**src/rtl/kw_schedule_quad_if.sv**
```systemverilog
// Block-load / KW-quad bus between a block source, the schedule expander
// and the downstream digest quad stage.
interface kw_schedule_quad_if #(
  parameter int WORDBITS   = 32,
  parameter int BLOCKWORDS = 16
);
  logic                           start;
  logic [WORDBITS*BLOCKWORDS-1:0] block_in;
  logic                           ready;
  logic                           kw_valid;
  logic [3:0]                     quad_idx;
  logic                           last;
  logic [WORDBITS-1:0]            KW0_out;
  logic [WORDBITS-1:0]            KW1_out;
  logic [WORDBITS-1:0]            KW2_out;
  logic [WORDBITS-1:0]            KW3_out;

  modport master (
    output start, block_in,
    input  ready, kw_valid, quad_idx, last, KW0_out, KW1_out, KW2_out, KW3_out
  );

  modport slave (
    input  start, block_in,
    output ready, kw_valid, quad_idx, last, KW0_out, KW1_out, KW2_out, KW3_out
  );
endinterface

```
**src/rtl/kw_schedule_quad.sv**
```systemverilog
// SHA-256 message-schedule expander: emits K[t]+W[t] four words per clock,
// sixteen quads per 512-bit block, with bubble-free back-to-back blocks.
module kw_schedule_quad #(
  parameter int WORDBITS   = 32,
  parameter int BLOCKWORDS = 16
) (
  input  logic            clk,
  input  logic            reset,
  kw_schedule_quad_if.slave bus
);

  typedef enum logic {IDLE, RUN} state_t;

  localparam logic [31:0] K_ROM [64] = '{
    32'h428a2f98, 32'h71374491, 32'hb5c0fbcf, 32'he9b5dba5,
    32'h3956c25b, 32'h59f111f1, 32'h923f82a4, 32'hab1c5ed5,
    32'hd807aa98, 32'h12835b01, 32'h243185be, 32'h550c7dc3,
    32'h72be5d74, 32'h80deb1fe, 32'h9bdc06a7, 32'hc19bf174,
    32'he49b69c1, 32'hefbe4786, 32'h0fc19dc6, 32'h240ca1cc,
    32'h2de92c6f, 32'h4a7484aa, 32'h5cb0a9dc, 32'h76f988da,
    32'h983e5152, 32'ha831c66d, 32'hb00327c8, 32'hbf597fc7,
    32'hc6e00bf3, 32'hd5a79147, 32'h06ca6351, 32'h14292967,
    32'h27b70a85, 32'h2e1b2138, 32'h4d2c6dfc, 32'h53380d13,
    32'h650a7354, 32'h766a0abb, 32'h81c2c92e, 32'h92722c85,
    32'ha2bfe8a1, 32'ha81a664b, 32'hc24b8b70, 32'hc76c51a3,
    32'hd192e819, 32'hd6990624, 32'hf40e3585, 32'h106aa070,
    32'h19a4c116, 32'h1e376c08, 32'h2748774c, 32'h34b0bcb5,
    32'h391c0cb3, 32'h4ed8aa4a, 32'h5b9cca4f, 32'h682e6ff3,
    32'h748f82ee, 32'h78a5636f, 32'h84c87814, 32'h8cc70208,
    32'h90befffa, 32'ha4506ceb, 32'hbef9a3f7, 32'hc67178f2
  };

  function automatic logic [31:0] sig0(input logic [31:0] x);
    return {x[6:0], x[31:7]} ^ {x[17:0], x[31:18]} ^ {3'b000, x[31:3]};
  endfunction

  function automatic logic [31:0] sig1(input logic [31:0] x);
    return {x[16:0], x[31:17]} ^ {x[18:0], x[31:19]} ^ {10'b0, x[31:10]};
  endfunction

  state_t              state_reg, state_next;
  logic [3:0]          q_reg, q_next;
  logic [WORDBITS-1:0] window_reg  [BLOCKWORDS];
  logic [WORDBITS-1:0] window_next [BLOCKWORDS];
  logic [WORDBITS-1:0] w_lo [2];
  logic [WORDBITS-1:0] w_hi [2];
  logic [WORDBITS-1:0] quad_w [4];
  logic [WORDBITS-1:0] kw_calc [4];
  logic [WORDBITS-1:0] kw_reg [4];
  logic [WORDBITS-1:0] kw_next [4];
  logic                kw_valid_reg, kw_valid_next;
  logic                last_reg, last_next;
  logic [3:0]          quad_idx_reg, quad_idx_next;
  logic                ready;
  logic                accept;

  // Window holds W[t-16..t-1]; the upper pair of the quad chains off the lower pair.
  generate
    for (genvar gi = 0; gi < 2; gi++) begin : g_lo
      assign w_lo[gi] = sig1(window_reg[14+gi]) + window_reg[9+gi]
                      + sig0(window_reg[1+gi]) + window_reg[gi];
    end
    for (genvar gi = 0; gi < 2; gi++) begin : g_hi
      assign w_hi[gi] = sig1(w_lo[gi]) + window_reg[11+gi]
                      + sig0(window_reg[3+gi]) + window_reg[2+gi];
    end
    for (genvar gi = 0; gi < 4; gi++) begin : g_kw
      if (gi < 2) begin : g_sel_lo
        assign quad_w[gi] = (q_reg < 4'd4) ? window_reg[{q_reg[1:0], 2'(gi)}] : w_lo[gi];
      end else begin : g_sel_hi
        assign quad_w[gi] = (q_reg < 4'd4) ? window_reg[{q_reg[1:0], 2'(gi)}] : w_hi[gi-2];
      end
      assign kw_calc[gi] = K_ROM[{q_reg, 2'(gi)}] + quad_w[gi];
    end
  endgenerate

  assign ready  = (state_reg == IDLE) || (state_reg == RUN && q_reg == 4'd15);
  assign accept = bus.start && ready;

  always_comb begin
    state_next    = state_reg;
    q_next        = q_reg;
    window_next   = window_reg;
    kw_next       = kw_reg;
    kw_valid_next = 1'b0;
    last_next     = 1'b0;
    quad_idx_next = quad_idx_reg;
    case (state_reg)
      IDLE: begin
        if (accept) begin
          for (int i = 0; i < BLOCKWORDS; i++)
            window_next[i] = bus.block_in[WORDBITS*i +: WORDBITS];
          q_next     = 4'd0;
          state_next = RUN;
        end
      end
      RUN: begin
        kw_valid_next = 1'b1;
        last_next     = (q_reg == 4'd15);
        quad_idx_next = q_reg;
        kw_next       = kw_calc;
        if (q_reg >= 4'd4) begin
          for (int i = 0; i < BLOCKWORDS - 4; i++)
            window_next[i] = window_reg[i+4];
          window_next[BLOCKWORDS-4] = w_lo[0];
          window_next[BLOCKWORDS-3] = w_lo[1];
          window_next[BLOCKWORDS-2] = w_hi[0];
          window_next[BLOCKWORDS-1] = w_hi[1];
        end
        if (q_reg == 4'd15) begin
          q_next = 4'd0;
          // A block accepted on the final quad overrides the shift and streams on.
          if (accept) begin
            for (int i = 0; i < BLOCKWORDS; i++)
              window_next[i] = bus.block_in[WORDBITS*i +: WORDBITS];
          end else begin
            state_next = IDLE;
          end
        end else begin
          q_next = q_reg + 4'd1;
        end
      end
      default: state_next = IDLE;
    endcase
  end

  always_ff @(posedge clk or posedge reset) begin
    if (reset) begin
      state_reg    <= IDLE;
      q_reg        <= 4'd0;
      kw_valid_reg <= 1'b0;
      last_reg     <= 1'b0;
      quad_idx_reg <= 4'd0;
      for (int i = 0; i < BLOCKWORDS; i++) window_reg[i] <= '0;
      for (int i = 0; i < 4; i++) kw_reg[i] <= '0;
    end else begin
      state_reg    <= state_next;
      q_reg        <= q_next;
      kw_valid_reg <= kw_valid_next;
      last_reg     <= last_next;
      quad_idx_reg <= quad_idx_next;
      window_reg   <= window_next;
      kw_reg       <= kw_next;
    end
  end

  assign bus.ready    = ready;
  assign bus.kw_valid = kw_valid_reg;
  assign bus.last     = last_reg;
  assign bus.quad_idx = quad_idx_reg;
  assign bus.KW0_out  = kw_reg[0];
  assign bus.KW1_out  = kw_reg[1];
  assign bus.KW2_out  = kw_reg[2];
  assign bus.KW3_out  = kw_reg[3];

endmodule
```
**src/flat_wrapper.sv**
```systemverilog
// flat-port wrapper written by rule: the top's interface ports become plain ports
module kw_schedule_quad_flat 
#(
  parameter int WORDBITS   = 32,
  parameter int BLOCKWORDS = 16
)
  (clk, reset, bus_start, bus_block_in, bus_ready, bus_kw_valid, bus_quad_idx, bus_last, bus_KW0_out, bus_KW1_out, bus_KW2_out, bus_KW3_out);
  kw_schedule_quad_if #(.WORDBITS(WORDBITS), .BLOCKWORDS(BLOCKWORDS)) bus_i ();
  input  logic clk;
  input  logic reset;
  input wire logic [$bits(bus_i.start)-1:0] bus_start;
  input wire logic [$bits(bus_i.block_in)-1:0] bus_block_in;
  output wire logic [$bits(bus_i.ready)-1:0] bus_ready;
  output wire logic [$bits(bus_i.kw_valid)-1:0] bus_kw_valid;
  output wire logic [$bits(bus_i.quad_idx)-1:0] bus_quad_idx;
  output wire logic [$bits(bus_i.last)-1:0] bus_last;
  output wire logic [$bits(bus_i.KW0_out)-1:0] bus_KW0_out;
  output wire logic [$bits(bus_i.KW1_out)-1:0] bus_KW1_out;
  output wire logic [$bits(bus_i.KW2_out)-1:0] bus_KW2_out;
  output wire logic [$bits(bus_i.KW3_out)-1:0] bus_KW3_out;
  assign bus_i.start = bus_start;
  assign bus_i.block_in = bus_block_in;
  assign bus_ready = bus_i.ready;
  assign bus_kw_valid = bus_i.kw_valid;
  assign bus_quad_idx = bus_i.quad_idx;
  assign bus_last = bus_i.last;
  assign bus_KW0_out = bus_i.KW0_out;
  assign bus_KW1_out = bus_i.KW1_out;
  assign bus_KW2_out = bus_i.KW2_out;
  assign bus_KW3_out = bus_i.KW3_out;
  kw_schedule_quad #(.WORDBITS(WORDBITS), .BLOCKWORDS(BLOCKWORDS)) u_core (.clk(clk), .reset(reset), .bus(bus_i));
endmodule
```
**config.mk**
```make
export PLATFORM = sky130hd
export DESIGN_NAME = kw_schedule_quad_flat
export DESIGN_NICKNAME = d
export VERILOG_FILES = /design/src/rtl/kw_schedule_quad_if.sv /design/src/rtl/kw_schedule_quad.sv /design/src/flat_wrapper.sv
export SDC_FILE = /design/constraint.sdc
export NUM_CORES = 2
export LEC_CHECK = 0
export ABC_AREA = 1
export CAP_MARGIN = 15
export CORE_ASPECT_RATIO = 1.4
export CORE_MARGIN = 5
export CORE_UTILIZATION = 25
export CTS_CLUSTER_DIAMETER = 80
export DETAILED_ROUTE_END_ITERATION = 12
export PLACE_DENSITY = 0.52
export SETUP_SLACK_MARGIN = 0.3
export SKIP_CTS_REPAIR_TIMING = 1
export SLEW_MARGIN = 20
export SYNTH_ARGS = -nofsm -noshare
export SYNTH_HDL_FRONTEND = slang
export SYNTH_SLANG_ARGS = --single-unit
```
**constraint.sdc**
```tcl
create_clock -name clk -period 21.7 [get_ports clk]
set_input_delay 3.255 -clock clk [delete_from_list [all_inputs] [get_ports clk]]
set_output_delay 3.255 -clock clk [all_outputs]
set_load 0.02 [all_outputs]
```
==> reports/results.ini <==
[timing]
fin_setup_tns_ps = 0
fin_crit_sh_pct = 53.0
report.final.slew_viol_count = 0
worst_hold_slack_ps = 467
finalSetupViolations = 0
tightest_slew_ps = 1420
hold_viol_final = 0
rsz0062_at_grt = false
fin_worst_skew_ps = 62.9
slew_headroom_pct = 4.94
final.min_clock_period_ps = 11510
clock.fmax_mhz = 86.9

[detailed_routing]
firstDrtPassIters = 7
postRouteAntennaNets = 0
vias = 66900
wl_met3_mm = 28.8
routed_via_density = 5.42
met1_length_mm = 160
dr_wl_met2_mm = 202
highest_layer = met5
drt_iter0_markers = 7157
drcViolationCount = 0
wl_mm = 427
post_drt_wl_per_cell_um = 34.6

[yosys]
synthTopCellsByArea = dfrtp_1 26%, nand2_1 9.7%, fa_1 8.1%, o21ai_0 7.0%, inv_1 6.4%
synth_top_family_by_area = compound AO/OA/AOI/OAI gates
synth-compound-area-share_pct = 22.4
ys_async_sr_fraction_pct = 100
yosysMostFrequentCell = nand2_1
yosys.area.top_type = dfrtp_1
ys_seq_area_share_pct = 26.1
ys_ff_latch = 651
synth_top_area_share_pct = 26.1
synth-simple-area-share_pct = 19.7
yosysWarnings = 0
synth_common_cells = 1607 x nand2_1, 1059 x inv_1, 872 x o21ai_0, 726 x nor2_1, 651 x dfrtp_1
synth-adder-area-share_pct = 13.7
synth_mux_area_share_pct = 0
syn-num-nets = 9734
synth-edff-count = 0
ys.flop_type = dfrtp_1
syn_inst = 8687
synthesis.area_um2 = 62300
synthXorXnorAreaFrac_pct = 8.11
avgSynthCellArea_um2 = 7.17
yosysUniqueCellTypes = 70

[worst_setup_path]
cp-startpoint = u_core.window_reg[1]$_DFFE_PP0P_
worstReg2RegStart = u_core.window_reg[1]$_DFFE_PP0P_
worst_ep_required_time_ps = 22370
cp_num_buf_inv = 5
rr_endpoint = u_core.bus.KW3_out[24]$_DFFE_PP0P_
r2r_cells = 40
cpPeakStageDelay_ps = 630
cp_num_cells = 40
rrSetupSlack_ps = 10190
endpoint_kind = register
cp_top_family = adder cells
critical_path.most_common_cell = inv_1
start_kind = register
arrival_ps = 12170
crit_path_top_delay_cell = xor2_1
cp_max_fo = 7
crit_type = register to register
critPathCapture = u_core.bus.KW3_out[24]$_DFFE_PP0P_

[min_path]
holdCritPathClass = register to register

[die]
io_pins = 650
die_h_um = 601
die-area_um2 = 259000
initial_utilization_pct = 25.0
rows = 217
core_area_um2 = 249000
die_x_um = 432

[clock_network]
cts_tree = built
clockRootBuffer = clkbuf_16
cts_inserted_buffers = 87
numClockSinks = 651
clk_latency_ps = 760
cts_htree_levels = 3
path_clk_slew_ps = 70
clockBufferDepth = 3

[placed_design]
hpwl_mm = 350
gp_congestion = 1.02
port_buffers = 649

[finish]
area_delta_synth_final_pct = 20.5
nets = 10000
largest_reg_flops = 512
drive_gt1_share_pct = 4.83

[global_routing]
grt_max_degree = 169
grt_first_pass_wirelength_mm = 569
grt_pass1_vias = 66000
track_usage_pct = 31.6
overflow = 0
antenna_found_initial = 34

[run]
cap_violations = 0

[outcome]
status = finished, final reports clean

cells by family (layout without fill, tap and decap cells):
| group | after synthesis | after routing |
|---|---|---|
| adders and majority gates | 532 | 532 |
| AOI/OAI and AO/OA | 2318 | 2318 |
| DFF | 651 | 651 |
| xor gates and xnor gates | 560 | 560 |
| buffers and inverters | 1630 | 1998 |
| and+or+nand+nor | 2996 | 2996 |
| other | 0 | 9 |
tightest hold or removal path, stage by stage (launching register included):
cell and delay [ps]:
dfrtp_1 340, nand2_1 50, nand2_1 40
stage by stage:
step                      util (%)  instances  area (um2)  worst slack (ps)
final                         30.2      12300       75100             10190
after global routing          30.2      12300       75100              9880
after detailed placement      29.0      12200       72100             10200
after floorplan                  -       8687       62300              9550
after CTS                     30.1      12300       75000             10130
after global placement        28.9      12200       72000             10190
layout by cell type (no fill, tap or decap), drive strengths merged, types with 122 or more instances in the layout:
cell / netlist / layout
ha: 280 / 280
a21oi: 433 / 433
inv: 1071 / 1086
o211ai: 122 / 122
fa: 252 / 252
nand3: 478 / 478
o31ai: 226 / 226
nand2: 1620 / 1620
o22ai: 191 / 191
a211oi: 125 / 125
o21ai: 928 / 928
nor2: 730 / 730
xnor2: 223 / 223
dfrtp: 651 / 651
clkdlybuf4s50: 0 / 648
xor2: 337 / 337
how the worst min path moves through the flow:
stage,end,start,depth (start not counted),slack [ps]
3_3_place_gp,u_core.bus.KW1_out[0]$_DFFE_PP0P_,u_core.bus.KW1_out[0]$_DFFE_PP0P_,2,460
5_1_grt,u_core.bus.KW1_out[0]$_DFFE_PP0P_,u_core.bus.KW1_out[0]$_DFFE_PP0P_,2,500
6_report,u_core.bus.KW1_out[0]$_DFFE_PP0P_,u_core.bus.KW1_out[0]$_DFFE_PP0P_,2,470
4_1_cts,u_core.bus.quad_idx[3]$_DFFE_PP0P_,u_core.bus.quad_idx[3]$_DFFE_PP0P_,2,470
3_5_place_dp,u_core.bus.quad_idx[3]$_DFFE_PP0P_,u_core.bus.quad_idx[3]$_DFFE_PP0P_,2,460
2_1_floorplan,u_core.bus.kw_valid$_DFF_PP0_,u_core.state_reg$_DFF_PP0_,0,370
per-layer routing:
layer / vias to the layer above / global-route usage (%)
met1: 33300 / 36.7
met2: 3274 / 53.2
met4: 10 / 21.1
met5: - / 0
met3: 800 / 5.82
li1: 29500 / -
area by class of cell:
| cell class | instances | area, um2 |
|---|---|---|
| clock inverter | 38 | 440 |
| timing repair buffer | 769 | 7500 |
| tap | 3285 | 4110 |
| inverter | 1074 | 4070 |
| clock buffer | 117 | 2480 |
| antenna | 9 | 22.5 |
| multi-input combinational | 6406 | 40200 |
| sequential | 651 | 16300 |
| fill | 27100 | 174000 |
Power is left out: the tool's default activity adds up to more than one toggle a clock period on the data nets, which glitch-free logic cannot reach.
